==> src/rtl/mem_access_unit_pkg.sv <==
// Shared constants, FSM encodings, request payload and error decode for the load/store front-end.
package mem_access_unit_pkg;

   localparam int unsigned DEPTH_WORDS = 64;
   localparam int unsigned IDX_W       = 6;
   localparam int unsigned DATA_W      = 32;

   // RV32I load/store funct3 codes
   localparam logic [2:0] F3_B  = 3'b000;
   localparam logic [2:0] F3_H  = 3'b001;
   localparam logic [2:0] F3_W  = 3'b010;
   localparam logic [2:0] F3_BU = 3'b100;
   localparam logic [2:0] F3_HU = 3'b101;

   // FSM state encodings
   localparam logic [2:0] ST_IDLE     = 3'd0;
   localparam logic [2:0] ST_ERR      = 3'd1;
   localparam logic [2:0] ST_LD_ISSUE = 3'd2;
   localparam logic [2:0] ST_LD_DATA  = 3'd3;
   localparam logic [2:0] ST_ST_WRITE = 3'd4;
   localparam logic [2:0] ST_RMW_RD   = 3'd5;
   localparam logic [2:0] ST_RMW_WR   = 3'd6;

   typedef struct packed {
      logic              is_store;
      logic [2:0]        funct3;
      logic [DATA_W-1:0] addr;
      logic [DATA_W-1:0] wdata;
   } mem_req_t;

   typedef struct packed {
      logic range_err;
      logic misalign_err;
   } req_err_t;

   // Range beats misalignment; undefined funct3 and unsigned stores report as misaligned.
   function automatic req_err_t decode_err(input logic is_store, input logic [2:0] funct3,
                                           input logic [DATA_W-1:0] addr);
      req_err_t e;
      logic     bad;
      e.range_err = (addr[DATA_W-1:IDX_W+2] != '0);
      case (funct3)
         F3_B:    bad = 1'b0;
         F3_BU:   bad = is_store;
         F3_H:    bad = addr[0];
         F3_HU:   bad = is_store | addr[0];
         F3_W:    bad = (addr[1:0] != 2'b00);
         default: bad = 1'b1;
      endcase
      e.misalign_err = ~e.range_err & bad;
      return e;
   endfunction

endpackage

==> src/rtl/mem_lane_align.sv <==
// Byte-lane steering: load extract/extend and sub-word store merge (purely combinational).
module mem_lane_align
   import mem_access_unit_pkg::*;
(
   input  logic [2:0]        funct3,
   input  logic [1:0]        lane,
   input  logic [DATA_W-1:0] rword,
   input  logic [DATA_W-1:0] wdata,
   output logic [DATA_W-1:0] ld_data,
   output logic [DATA_W-1:0] st_data
);

   logic [7:0]  sel_b;
   logic [15:0] sel_h;

   // Pick the addressed byte/half of the little-endian memory word and extend it
   always_comb begin
      case (lane)
         2'd0:    sel_b = rword[7:0];
         2'd1:    sel_b = rword[15:8];
         2'd2:    sel_b = rword[23:16];
         default: sel_b = rword[31:24];
      endcase
      sel_h = lane[1] ? rword[31:16] : rword[15:0];
      case (funct3)
         F3_B:    ld_data = {{24{sel_b[7]}}, sel_b};
         F3_BU:   ld_data = {24'h0, sel_b};
         F3_H:    ld_data = {{16{sel_h[15]}}, sel_h};
         F3_HU:   ld_data = {16'h0, sel_h};
         default: ld_data = rword;
      endcase
   end

   // Replace the addressed byte/half of the old word with the low store data
   always_comb begin
      st_data = rword;
      case (funct3)
         F3_B: begin
            case (lane)
               2'd0:    st_data[7:0]   = wdata[7:0];
               2'd1:    st_data[15:8]  = wdata[7:0];
               2'd2:    st_data[23:16] = wdata[7:0];
               default: st_data[31:24] = wdata[7:0];
            endcase
         end
         F3_H: begin
            if (lane[1]) st_data[31:16] = wdata[15:0];
            else         st_data[15:0]  = wdata[15:0];
         end
         default: st_data = wdata;
      endcase
   end

endmodule

==> src/rtl/mem_access_unit.sv <==
// MEM-stage load/store front-end for a word-addressed memory without byte enables.
module mem_access_unit
   import mem_access_unit_pkg::*;
(
   input  logic        clk,
   input  logic        rst,
   input  logic        req_valid,
   output logic        req_ready,
   input  logic        req_is_store,
   input  logic [2:0]  req_funct3,
   input  logic [31:0] req_addr,
   input  logic [31:0] req_wdata,
   output logic        resp_valid,
   output logic [31:0] resp_rdata,
   output logic        misalign_err,
   output logic        range_err,
   output logic        mem_read,
   output logic        mem_write,
   output logic [31:0] mem_addr,
   output logic [31:0] mem_wdata,
   input  logic [31:0] mem_rdata
);

   mem_req_t    req_in;
   mem_req_t    req_q;
   req_err_t    err_in;
   req_err_t    err_q;
   logic [2:0]  state;
   logic [2:0]  state_nxt;
   logic [31:0] ld_data;
   logic [31:0] st_data;

   assign req_in = '{is_store: req_is_store, funct3: req_funct3, addr: req_addr, wdata: req_wdata};
   assign err_in = decode_err(req_in.is_store, req_in.funct3, req_in.addr);
   assign err_q  = decode_err(req_q.is_store, req_q.funct3, req_q.addr);

   mem_lane_align u_lane (
      .funct3  (req_q.funct3),
      .lane    (req_q.addr[1:0]),
      .rword   (mem_rdata),
      .wdata   (req_q.wdata),
      .ld_data (ld_data),
      .st_data (st_data)
   );

   // State register
   always_ff @(posedge clk or posedge rst) begin
      if (rst) state <= ST_IDLE;
      else     state <= state_nxt;
   end

   // Request latch, loaded only on acceptance in IDLE
   always_ff @(posedge clk or posedge rst) begin
      if (rst)                              req_q <= '0;
      else if (state == ST_IDLE && req_valid) req_q <= req_in;
   end

   // Next-state and output decode from registered state and latched request
   always_comb begin
      state_nxt    = state;
      req_ready    = 1'b0;
      resp_valid   = 1'b0;
      resp_rdata   = '0;
      misalign_err = 1'b0;
      range_err    = 1'b0;
      mem_read     = 1'b0;
      mem_write    = 1'b0;
      mem_wdata    = '0;
      mem_addr     = (state == ST_IDLE) ? '0 : 32'(req_q.addr[IDX_W+1:2]);
      case (state)
         ST_IDLE: begin
            req_ready = 1'b1;
            if (req_valid) begin
               if (err_in.range_err || err_in.misalign_err) state_nxt = ST_ERR;
               else if (!req_is_store)                     state_nxt = ST_LD_ISSUE;
               else if (req_funct3 == F3_W)                state_nxt = ST_ST_WRITE;
               else                                        state_nxt = ST_RMW_RD;
            end
         end
         ST_ERR: begin
            resp_valid   = 1'b1;
            range_err    = err_q.range_err;
            misalign_err = err_q.misalign_err;
            state_nxt    = ST_IDLE;
         end
         ST_LD_ISSUE: begin
            mem_read  = 1'b1;
            state_nxt = ST_LD_DATA;
         end
         ST_LD_DATA: begin
            resp_valid = 1'b1;
            resp_rdata = ld_data;
            state_nxt  = ST_IDLE;
         end
         ST_ST_WRITE: begin
            mem_write  = 1'b1;
            mem_wdata  = req_q.wdata;
            resp_valid = 1'b1;
            state_nxt  = ST_IDLE;
         end
         ST_RMW_RD: begin
            mem_read  = 1'b1;
            state_nxt = ST_RMW_WR;
         end
         ST_RMW_WR: begin
            mem_write  = 1'b1;
            mem_wdata  = st_data;
            resp_valid = 1'b1;
            state_nxt  = ST_IDLE;
         end
         default: state_nxt = ST_IDLE;
      endcase
   end

endmodule

==> config.mk <==
export PLATFORM = sky130hd
export DESIGN_NAME = mem_access_unit
export DESIGN_NICKNAME = d
export VERILOG_FILES = /design/src/rtl/mem_access_unit_pkg.sv /design/src/rtl/mem_lane_align.sv /design/src/rtl/mem_access_unit.sv
export SDC_FILE = /design/constraint.sdc
export NUM_CORES = 1
export LEC_CHECK = 0
export BUFFER_PORTS_ARGS = -buffer_cell sky130_fd_sc_hd__buf_2
export CAP_MARGIN = 20
export CORE_MARGIN = 4
export CORE_UTILIZATION = 40
export DETAILED_ROUTE_END_ITERATION = 10
export PLACE_DENSITY_LB_ADDON = 0.08
export SLEW_MARGIN = 20
export SYNTH_ARGS = -nofsm -noshare
export SYNTH_HDL_FRONTEND = slang
export SYNTH_SLANG_ARGS = --single-unit
export TNS_END_PERCENT = 1
==> constraint.sdc <==
create_clock -name clk -period 1.89 [get_ports clk]
set_input_delay 0.0945 -clock clk [delete_from_list [all_inputs] [get_ports clk]]
set_output_delay 0.0945 -clock clk [all_outputs]
set_load 0.01 [all_outputs]
==> impl_metrics.xml, run 1 <==
<?xml version="1.0" encoding="UTF-8"?>
<metrics>
  <group name="floorplanning">
    <metric name="die_w" unit="µm">119</metric>
    <metric name="die_height" unit="µm">119</metric>
    <metric name="die_area" unit="mm²">0.0142</metric>
    <metric name="floorplan.io_pins" unit="">205</metric>
    <metric name="placeableCoreArea" unit="mm²">0.0121</metric>
    <metric name="row_count" unit="">40</metric>
    <metric name="start_util" unit="%">41.1</metric>
  </group>
  <group name="worst_setup_path">
    <metric name="endpoint_kind" unit="">primary output</metric>
    <metric name="startpoint_type" unit="">flop</metric>
    <metric name="critical_path.max_fanout" unit="">8</metric>
    <metric name="critPathArrivalTime" unit="ps">2050</metric>
    <metric name="criticalPathCategory" unit="">flop to primary output</metric>
    <metric name="crit_required" unit="ps">1800</metric>
  </group>
  <group name="power">
    <metric name="static_leakage_power" unit="nW">3.44</metric>
    <metric name="power.density" unit="mW/mm²">716</metric>
    <metric name="finalPower" unit="W">0.00525</metric>
    <metric name="ir_worst_vdd" unit="µV">495</metric>
  </group>
  <group name="timing">
    <metric name="timing.final.hold_violations" unit="">0</metric>
    <metric name="fin_hold_ws" unit="ps">8.08</metric>
    <metric name="rsz0062_at_grt" unit="">true</metric>
    <metric name="layout_setup_ws" unit="ps">-256</metric>
    <metric name="worst_slew_pin_slew" unit="ps">511</metric>
    <metric name="timing.final.crit_share" unit="%">114</metric>
    <metric name="fin_skew" unit="ps">4.69</metric>
    <metric name="final_critical_period" unit="ps">2150</metric>
    <metric name="fmax" unit="GHz">0.466</metric>
    <metric name="slew_violations" unit="">0</metric>
    <metric name="slew_headroom" unit="%">65.9</metric>
    <metric name="setup-violations-final" unit="">65</metric>
  </group>
  <group name="cells_and_area">
    <metric name="finish.net_count" unit="">876</metric>
    <metric name="synthToLayoutAreaGrowth" unit="%">48.1</metric>
    <metric name="layout.cells.most_common_list" unit="">177 x buf_2, 83 x mux2_2, 67 x dfrtp_1, 62 x nand2_1, 47 x dlygate4sd3_1</metric>
    <metric name="layout.area.seq" unit="mm²">0.00178</metric>
    <metric name="drive_above_1_share" unit="%">49.4</metric>
    <metric name="multi_input_comb_area" unit="mm²">0.00304</metric>
    <metric name="layout_commonest_cell" unit="">buf_2</metric>
    <metric name="nFillCells" unit="">1043</metric>
    <metric name="num_antenna_cells" unit="">0</metric>
  </group>
  <group name="detailed_routing">
    <metric name="routed-via-count" unit="">4906</metric>
    <metric name="wl_per_cell" unit="µm">17.8</metric>
    <metric name="route.antenna.remaining_nets" unit="">0</metric>
    <metric name="drt-vias-per-instance" unit="">5.19</metric>
    <metric name="postRouteWirelength" unit="mm">16.8</metric>
    <metric name="drc_errors" unit="">0</metric>
    <metric name="drt-pass1-iter-count" unit="">6</metric>
    <metric name="detailedRoute.firstIterationViolations" unit="">231</metric>
  </group>
  <group name="grt">
    <metric name="grt_overflow_total" unit="">0</metric>
    <metric name="initial_antenna_violation_count" unit="">0</metric>
    <metric name="gr-usage-all-layers" unit="%">23.4</metric>
    <metric name="grt_pass1_wl" unit="mm">26.4</metric>
    <metric name="grt_start_max_net_pins" unit="">42</metric>
    <metric name="first_global_vias" unit="">5051</metric>
  </group>
  <group name="cts">
    <metric name="cts-buffers-inserted" unit="">9</metric>
    <metric name="cts_max_level" unit="">3</metric>
    <metric name="numClockSinks" unit="">71</metric>
    <metric name="clock_latency" unit="ps">330</metric>
    <metric name="clkSlewWorstSetupHoldPaths" unit="ps">60</metric>
    <metric name="clock_path_buffers" unit="">2</metric>
    <metric name="clock_tree.root_cell" unit="">clkbuf_16</metric>
    <metric name="tritoncts_clock_tree" unit="">yes</metric>
  </group>
  <group name="status">
    <metric name="status" unit="">finished with violations</metric>
    <metric name="violations_in_the_final_reports" unit="">setup timing</metric>
  </group>
  <group name="yosys">
    <metric name="synth_area_leaders" unit="">dfrtp_1 36%, mux2_2 19%, nand2_1 4.8%</metric>
    <metric name="synth-main-ff-cell" unit="">dfrtp_1</metric>
    <metric name="synth_cell_type_count" unit="">51</metric>
    <metric name="ys_warn_count" unit="">0</metric>
    <metric name="netlist_area" unit="mm²">0.00495</metric>
    <metric name="synth.yosys.seq_area_share" unit="%">35.9</metric>
    <metric name="post-synth-top-area-cell" unit="">dfrtp_1</metric>
    <metric name="syn-instance-count" unit="">517</metric>
    <metric name="synth_top_area_share" unit="%">35.9</metric>
    <metric name="syn-mean-instance-area" unit="µm²">9.58</metric>
    <metric name="synthArstFlopShare" unit="%">100</metric>
    <metric name="yosys_register_bits" unit="">71</metric>
    <metric name="synth-edff-count" unit="">0</metric>
  </group>
  <group name="flow_run">
    <metric name="max_cap_violations" unit="">0</metric>
  </group>
  <group name="placed_design">
    <metric name="port_buffers" unit="">178</metric>
    <metric name="hpwl" unit="mm">12.4</metric>
    <metric name="gp_congestion" unit="">0.864</metric>
  </group>
  <group name="min_path">
    <metric name="hold_path.class" unit="">input port to flop</metric>
  </group>
</metrics>
-- layout make-up --
| class | instances | area share [%] |
|---|---|---|
| multi-input cells | 404 | 41.5 |
| well taps | 168 | 2.87 |
| clock inverters | 5 | 1.11 |
| flip-flops and latches | 71 | 24.3 |
| inverters | 6 | 0.341 |
| repair buffers | 280 | 26.6 |
| clock buffers | 11 | 3.31 |
-- power breakdown --
part,switching (W),internal [W]
Sequential,0.000189,0.00174
Combinational,0.000664,0.000788
Clock,0.000673,0.00119
Total,0.00153,0.00372
-- final timing paths --
check | startpoint | to | slack [ps] | cells past startpoint
max | req_q[32]$_DFFE_PP0P_ | resp_rdata[30] | -260 | 7
min | req_addr[28] | req_q[60]$_DFFE_PP0P_ | 8 | 2
max reg2reg | state[2]$_DFFE_PP0P_ | req_q[5]$_DFFE_PP0P_ | 100 | 5
min reg2reg | req_q[35]$_DFFE_PP0P_ | req_q[35]$_DFFE_PP0P_ | 500 | 1
max in group asynchronous | rst | req_q[56]$_DFFE_PP0P_ | 860 | 4
min in group asynchronous | rst | req_q[30]$_DFFE_PP0P_ | 340 | 3
-- synthesized netlist by cell type, drive strengths merged, types with 2 or more instances --
cell type,count
mux2,83
dfrtp,71
nand2,63
buf,44
nor2b,33
nor3,21
o21ai,20
a21oi,17
clkbuf,17
mux2i,16
nor4,16
nor2,13
nand2b,12
nand3b,11
a22oi,9
a21boi,8
a21o,8
o2111ai,8
a2bb2oi,7
o221a,7
inv,6
a2111oi,3
and2,2
nand4,2
nor3b,2
o211ai,2
-- routing by layer --
layer / global-route usage (%) / vias up / share of wire [%]
met1: 27.4 / 2363 / 40
met3: 5.27 / 22 / 6.7
met2: 41.8 / 176 / 51
met5: 0 / - / 0
li1: - / 2345 / -
met4: 8.04 / 0 / 2.0
-- state kept, by name (all words and copies together) (netlist names) --
name	flops
req_q	68
state	3
-- kinds of logic (layout without fill, tap and decap cells) --
group           after synthesis  after routing  synth area share (%)
fa+ha+maj                     1              1                 0.253
flops                        71             71                  35.9
buf+inv                      67            302                  7.55
simple gates                179            179                  19.2
other cells                   1             26                0.0757
mux                         100            100                  22.6
compound gates               98             98                  14.5
-- per-stage QoR --
| step | cell area, µm² | setup TNS, ps | worst slack, ps | utilization (%) | std cells |
|---|---|---|---|---|---|
| floorplan | 5100 | -75.7 | -1.07 | - | 542 |
| global placement | 6250 | 0 | 47.6 | 51.8 | 870 |
| detailed placement | 6250 | -29.7 | -19.5 | 51.8 | 870 |
| CTS | 7310 | -9190 | -214 | 60.6 | 945 |
| global route | 7330 | -16060 | -344 | 60.8 | 945 |
| finish | 7330 | -9440 | -256 | 60.8 | 945 |
-- worst max-delay path: stages, from the launching register on --
cell	delay (ps)
dfrtp_1	370
mux4_2	530
nor2b_1	170
o211ai_2	180
buf_4	160
buf_12	120
nand2_1	50
buf_2	130
-- what timing repair did --
item / 4_1_cts / 5_1_grt
hold buffers: 47 / 0
hold endpoints to repair: 66 / 0
buffers inserted: 10 / 0
setup endpoints to repair: 64 / 65
cloned: 2 / 0
gates resized for setup: 48 / 7
pin swaps: 4 / 5
(Power assumes the default switching activity.)
==> run 2: changes to the inputs <==
--- a/config.mk
+++ b/config.mk
@@ -7,8 +7,10 @@
 export LEC_CHECK = 0
 export BUFFER_PORTS_ARGS = -buffer_cell sky130_fd_sc_hd__buf_2
 export CAP_MARGIN = 20
+export CELL_PAD_IN_SITES_DETAIL_PLACEMENT = 0
+export CELL_PAD_IN_SITES_GLOBAL_PLACEMENT = 1
 export CORE_MARGIN = 4
-export CORE_UTILIZATION = 40
+export CORE_UTILIZATION = 32
 export DETAILED_ROUTE_END_ITERATION = 10
 export PLACE_DENSITY_LB_ADDON = 0.08
 export SLEW_MARGIN = 20
==> run 2 against run 1 <==
Compared with the run above: the flow still finishes with violations (setup timing); global-route usage down 4.4 points; cell count up 1.3%; clock skew about the same; routed wire length up 0.14%; combinational power down 3%; via count down 2.5%; sequential cell count unchanged; sequential power about the same; critical endpoint is now resp_rdata[20]; largest cell class unchanged; largest power group unchanged.
==> impl_metrics.xml, run 2 (synthesized netlist as in run 1, its figures left out) <==
<?xml version="1.0" encoding="UTF-8"?>
<metrics>
  <group name="cts">
    <metric name="tritoncts_clock_tree" unit="">yes</metric>
    <metric name="clock_path_buffers" unit="">2</metric>
    <metric name="clkSlewWorstSetupHoldPaths" unit="ps">60</metric>
    <metric name="cts_max_level" unit="">3</metric>
    <metric name="cts-buffers-inserted" unit="">9</metric>
    <metric name="clock_tree.root_cell" unit="">clkbuf_16</metric>
    <metric name="numClockSinks" unit="">71</metric>
    <metric name="clock_latency" unit="ps">340</metric>
  </group>
  <group name="grt">
    <metric name="gr-usage-all-layers" unit="%">19.0</metric>
    <metric name="initial_antenna_violation_count" unit="">0</metric>
    <metric name="grt_pass1_wl" unit="mm">26.5</metric>
    <metric name="grt_start_max_net_pins" unit="">72</metric>
    <metric name="first_global_vias" unit="">4848</metric>
    <metric name="grt_overflow_total" unit="">0</metric>
  </group>
  <group name="worst_setup_path">
    <metric name="slowest_delay" unit="ps">520</metric>
    <metric name="timing.critical_path.max_delay_family" unit="">multiplexers</metric>
    <metric name="critPathArrivalTime" unit="ps">2000</metric>
    <metric name="critPathSlowestCell" unit="">mux4_2</metric>
    <metric name="criticalPathCategory" unit="">flop to primary output</metric>
    <metric name="startpoint_type" unit="">flop</metric>
    <metric name="crit_required" unit="ps">1800</metric>
    <metric name="critical_path.n_buffers_inverters" unit="">3</metric>
    <metric name="slack_of_the_worst_reg_to_reg_path" unit="ps">120</metric>
    <metric name="critical_path.cell_chain" unit="">mux4_2 -&gt; nor2b_1 -&gt; o211ai_2 -&gt; buf_4 -&gt; buf_16 -&gt; nand2_1 -&gt; buf_2</metric>
    <metric name="worst_r2r_startpoint" unit="">state[2]$_DFFE_PP0P_</metric>
    <metric name="worst_r2r_endpoint" unit="">req_q[17]$_DFFE_PP0P_</metric>
    <metric name="critical_path.max_fanout" unit="">8</metric>
    <metric name="endpoint_kind" unit="">primary output</metric>
    <metric name="rr_worst_depth" unit="">5</metric>
  </group>
  <group name="detailed_routing">
    <metric name="wl_per_cell" unit="µm">17.6</metric>
    <metric name="postRouteWirelength" unit="mm">16.8</metric>
    <metric name="drt-pass1-iter-count" unit="">4</metric>
    <metric name="detailedRoute.firstIterationViolations" unit="">193</metric>
    <metric name="routed-via-count" unit="">4785</metric>
    <metric name="drt-vias-per-instance" unit="">5.00</metric>
    <metric name="route.antenna.remaining_nets" unit="">0</metric>
    <metric name="drc_errors" unit="">0</metric>
  </group>
  <group name="floorplanning">
    <metric name="die_area" unit="mm²">0.0175</metric>
    <metric name="placeableCoreArea" unit="mm²">0.0152</metric>
    <metric name="die_w" unit="µm">132</metric>
    <metric name="row_count" unit="">45</metric>
    <metric name="die_height" unit="µm">132</metric>
    <metric name="start_util" unit="%">32.6</metric>
    <metric name="floorplan.io_pins" unit="">205</metric>
  </group>
  <group name="cells_and_area">
    <metric name="synthToLayoutAreaGrowth" unit="%">45.7</metric>
    <metric name="largestRegisters" unit="">req_q: 68 flops, state: 3 flops</metric>
    <metric name="layout_commonest_cell" unit="">buf_2</metric>
    <metric name="largest_register_ff_count" unit="">68</metric>
    <metric name="finish.net_count" unit="">869</metric>
    <metric name="drive_above_1_share" unit="%">49.3</metric>
    <metric name="layout.cells.most_common_list" unit="">178 x buf_2, 83 x mux2_2, 67 x dfrtp_1, 62 x nand2_1, 47 x dlygate4sd3_1</metric>
    <metric name="top_register" unit="">req_q</metric>
    <metric name="num_antenna_cells" unit="">0</metric>
    <metric name="fin_util" unit="%">47.5</metric>
  </group>
  <group name="power">
    <metric name="static_leakage_power" unit="nW">3.36</metric>
    <metric name="ir_worst_vdd" unit="µV">496</metric>
    <metric name="finalPower" unit="W">0.00505</metric>
    <metric name="power.density" unit="mW/mm²">700</metric>
  </group>
  <group name="status">
    <metric name="status" unit="">finished with violations</metric>
    <metric name="violations_in_the_final_reports" unit="">setup timing</metric>
  </group>
  <group name="placed_design">
    <metric name="hpwl" unit="mm">13.0</metric>
    <metric name="gp_congestion" unit="">0.804</metric>
    <metric name="port_buffers" unit="">178</metric>
    <metric name="place_ws" unit="ps">-27.1</metric>
  </group>
  <group name="timing">
    <metric name="timing.final.crit_share" unit="%">111</metric>
    <metric name="fin_hold_ws" unit="ps">10.8</metric>
    <metric name="slew_violations" unit="">0</metric>
    <metric name="setup-violations-final" unit="">65</metric>
    <metric name="final_critical_period" unit="ps">2090</metric>
    <metric name="layout_setup_ws" unit="ps">-200</metric>
    <metric name="fin_skew" unit="ps">4.75</metric>
    <metric name="rsz0062_at_grt" unit="">true</metric>
    <metric name="fin_setup_tns" unit="ps">-9240</metric>
    <metric name="fmax" unit="GHz">0.478</metric>
    <metric name="timing.final.hold_violations" unit="">0</metric>
  </group>
  <group name="min_path">
    <metric name="worstHoldEndpoint" unit="">req_q[42]$_DFFE_PP0P_</metric>
    <metric name="min-delay-start" unit="">req_addr[10]</metric>
    <metric name="whs_path_depth" unit="">2</metric>
    <metric name="hold_path.class" unit="">input port to flop</metric>
  </group>
  <group name="flow_run">
    <metric name="max_cap_violations" unit="">0</metric>
  </group>
</metrics>
run 2: layout make-up:
class	instances	area [µm²]
clock buffer	10	239
clock inverter	5	57.6
fill	1501	7980
inverter	6	22.5
multi-input combinational	404	3050
sequential	71	1780
tap	188	235
timing repair buffer	273	1830
run 2: timing repair:
item                       in CTS  in global routing
cloned                          1                  0
hold endpoints to repair      117                  0
resized for setup              29                 15
setup endpoints to repair      64                 66
buffers inserted                7                  0
hold buffers                   47                  0
pin swaps                       3                  7
run 2: how the worst max path moves through the flow:
stage | startpoint | cells past startpoint | endpoint
2_1_floorplan | rst | 1 | req_q[0]$_DFFE_PP0P_
3_3_place_gp | state[2]$_DFFE_PP0P_ | 6 | mem_wdata[8]
3_5_place_dp | state[2]$_DFFE_PP0P_ | 6 | mem_wdata[8]
4_1_cts | req_q[32]$_DFFE_PP0P_ | 8 | mem_wdata[7]
5_1_grt | req_q[32]$_DFFE_PP0P_ | 8 | mem_wdata[0]
6_report | req_q[32]$_DFFE_PP0P_ | 7 | resp_rdata[20]
run 2: report_power, final:
part	internal (W)	switching, W
logic	0.000743	0.000665
clock network	0.00105	0.000663
registers	0.00174	0.000187
run 2: metal layers:
metal | global-route usage (%) | vias to the layer above | wire, µm
li1 | - | 2317 | -
met1 | 24.5 | 2298 | 7320
met2 | 32.5 | 157 | 8190
met3 | 4.37 | 13 | 1090
met4 | 4.50 | 0 | 211
met5 | 0 | - | 0
run 2: per-stage QoR:
stage,instance area [µm²],instances
finish,7220,957
global route,7220,957
CTS,7160,957
detailed placement,6230,887
global placement,6230,887
floorplan,5100,542
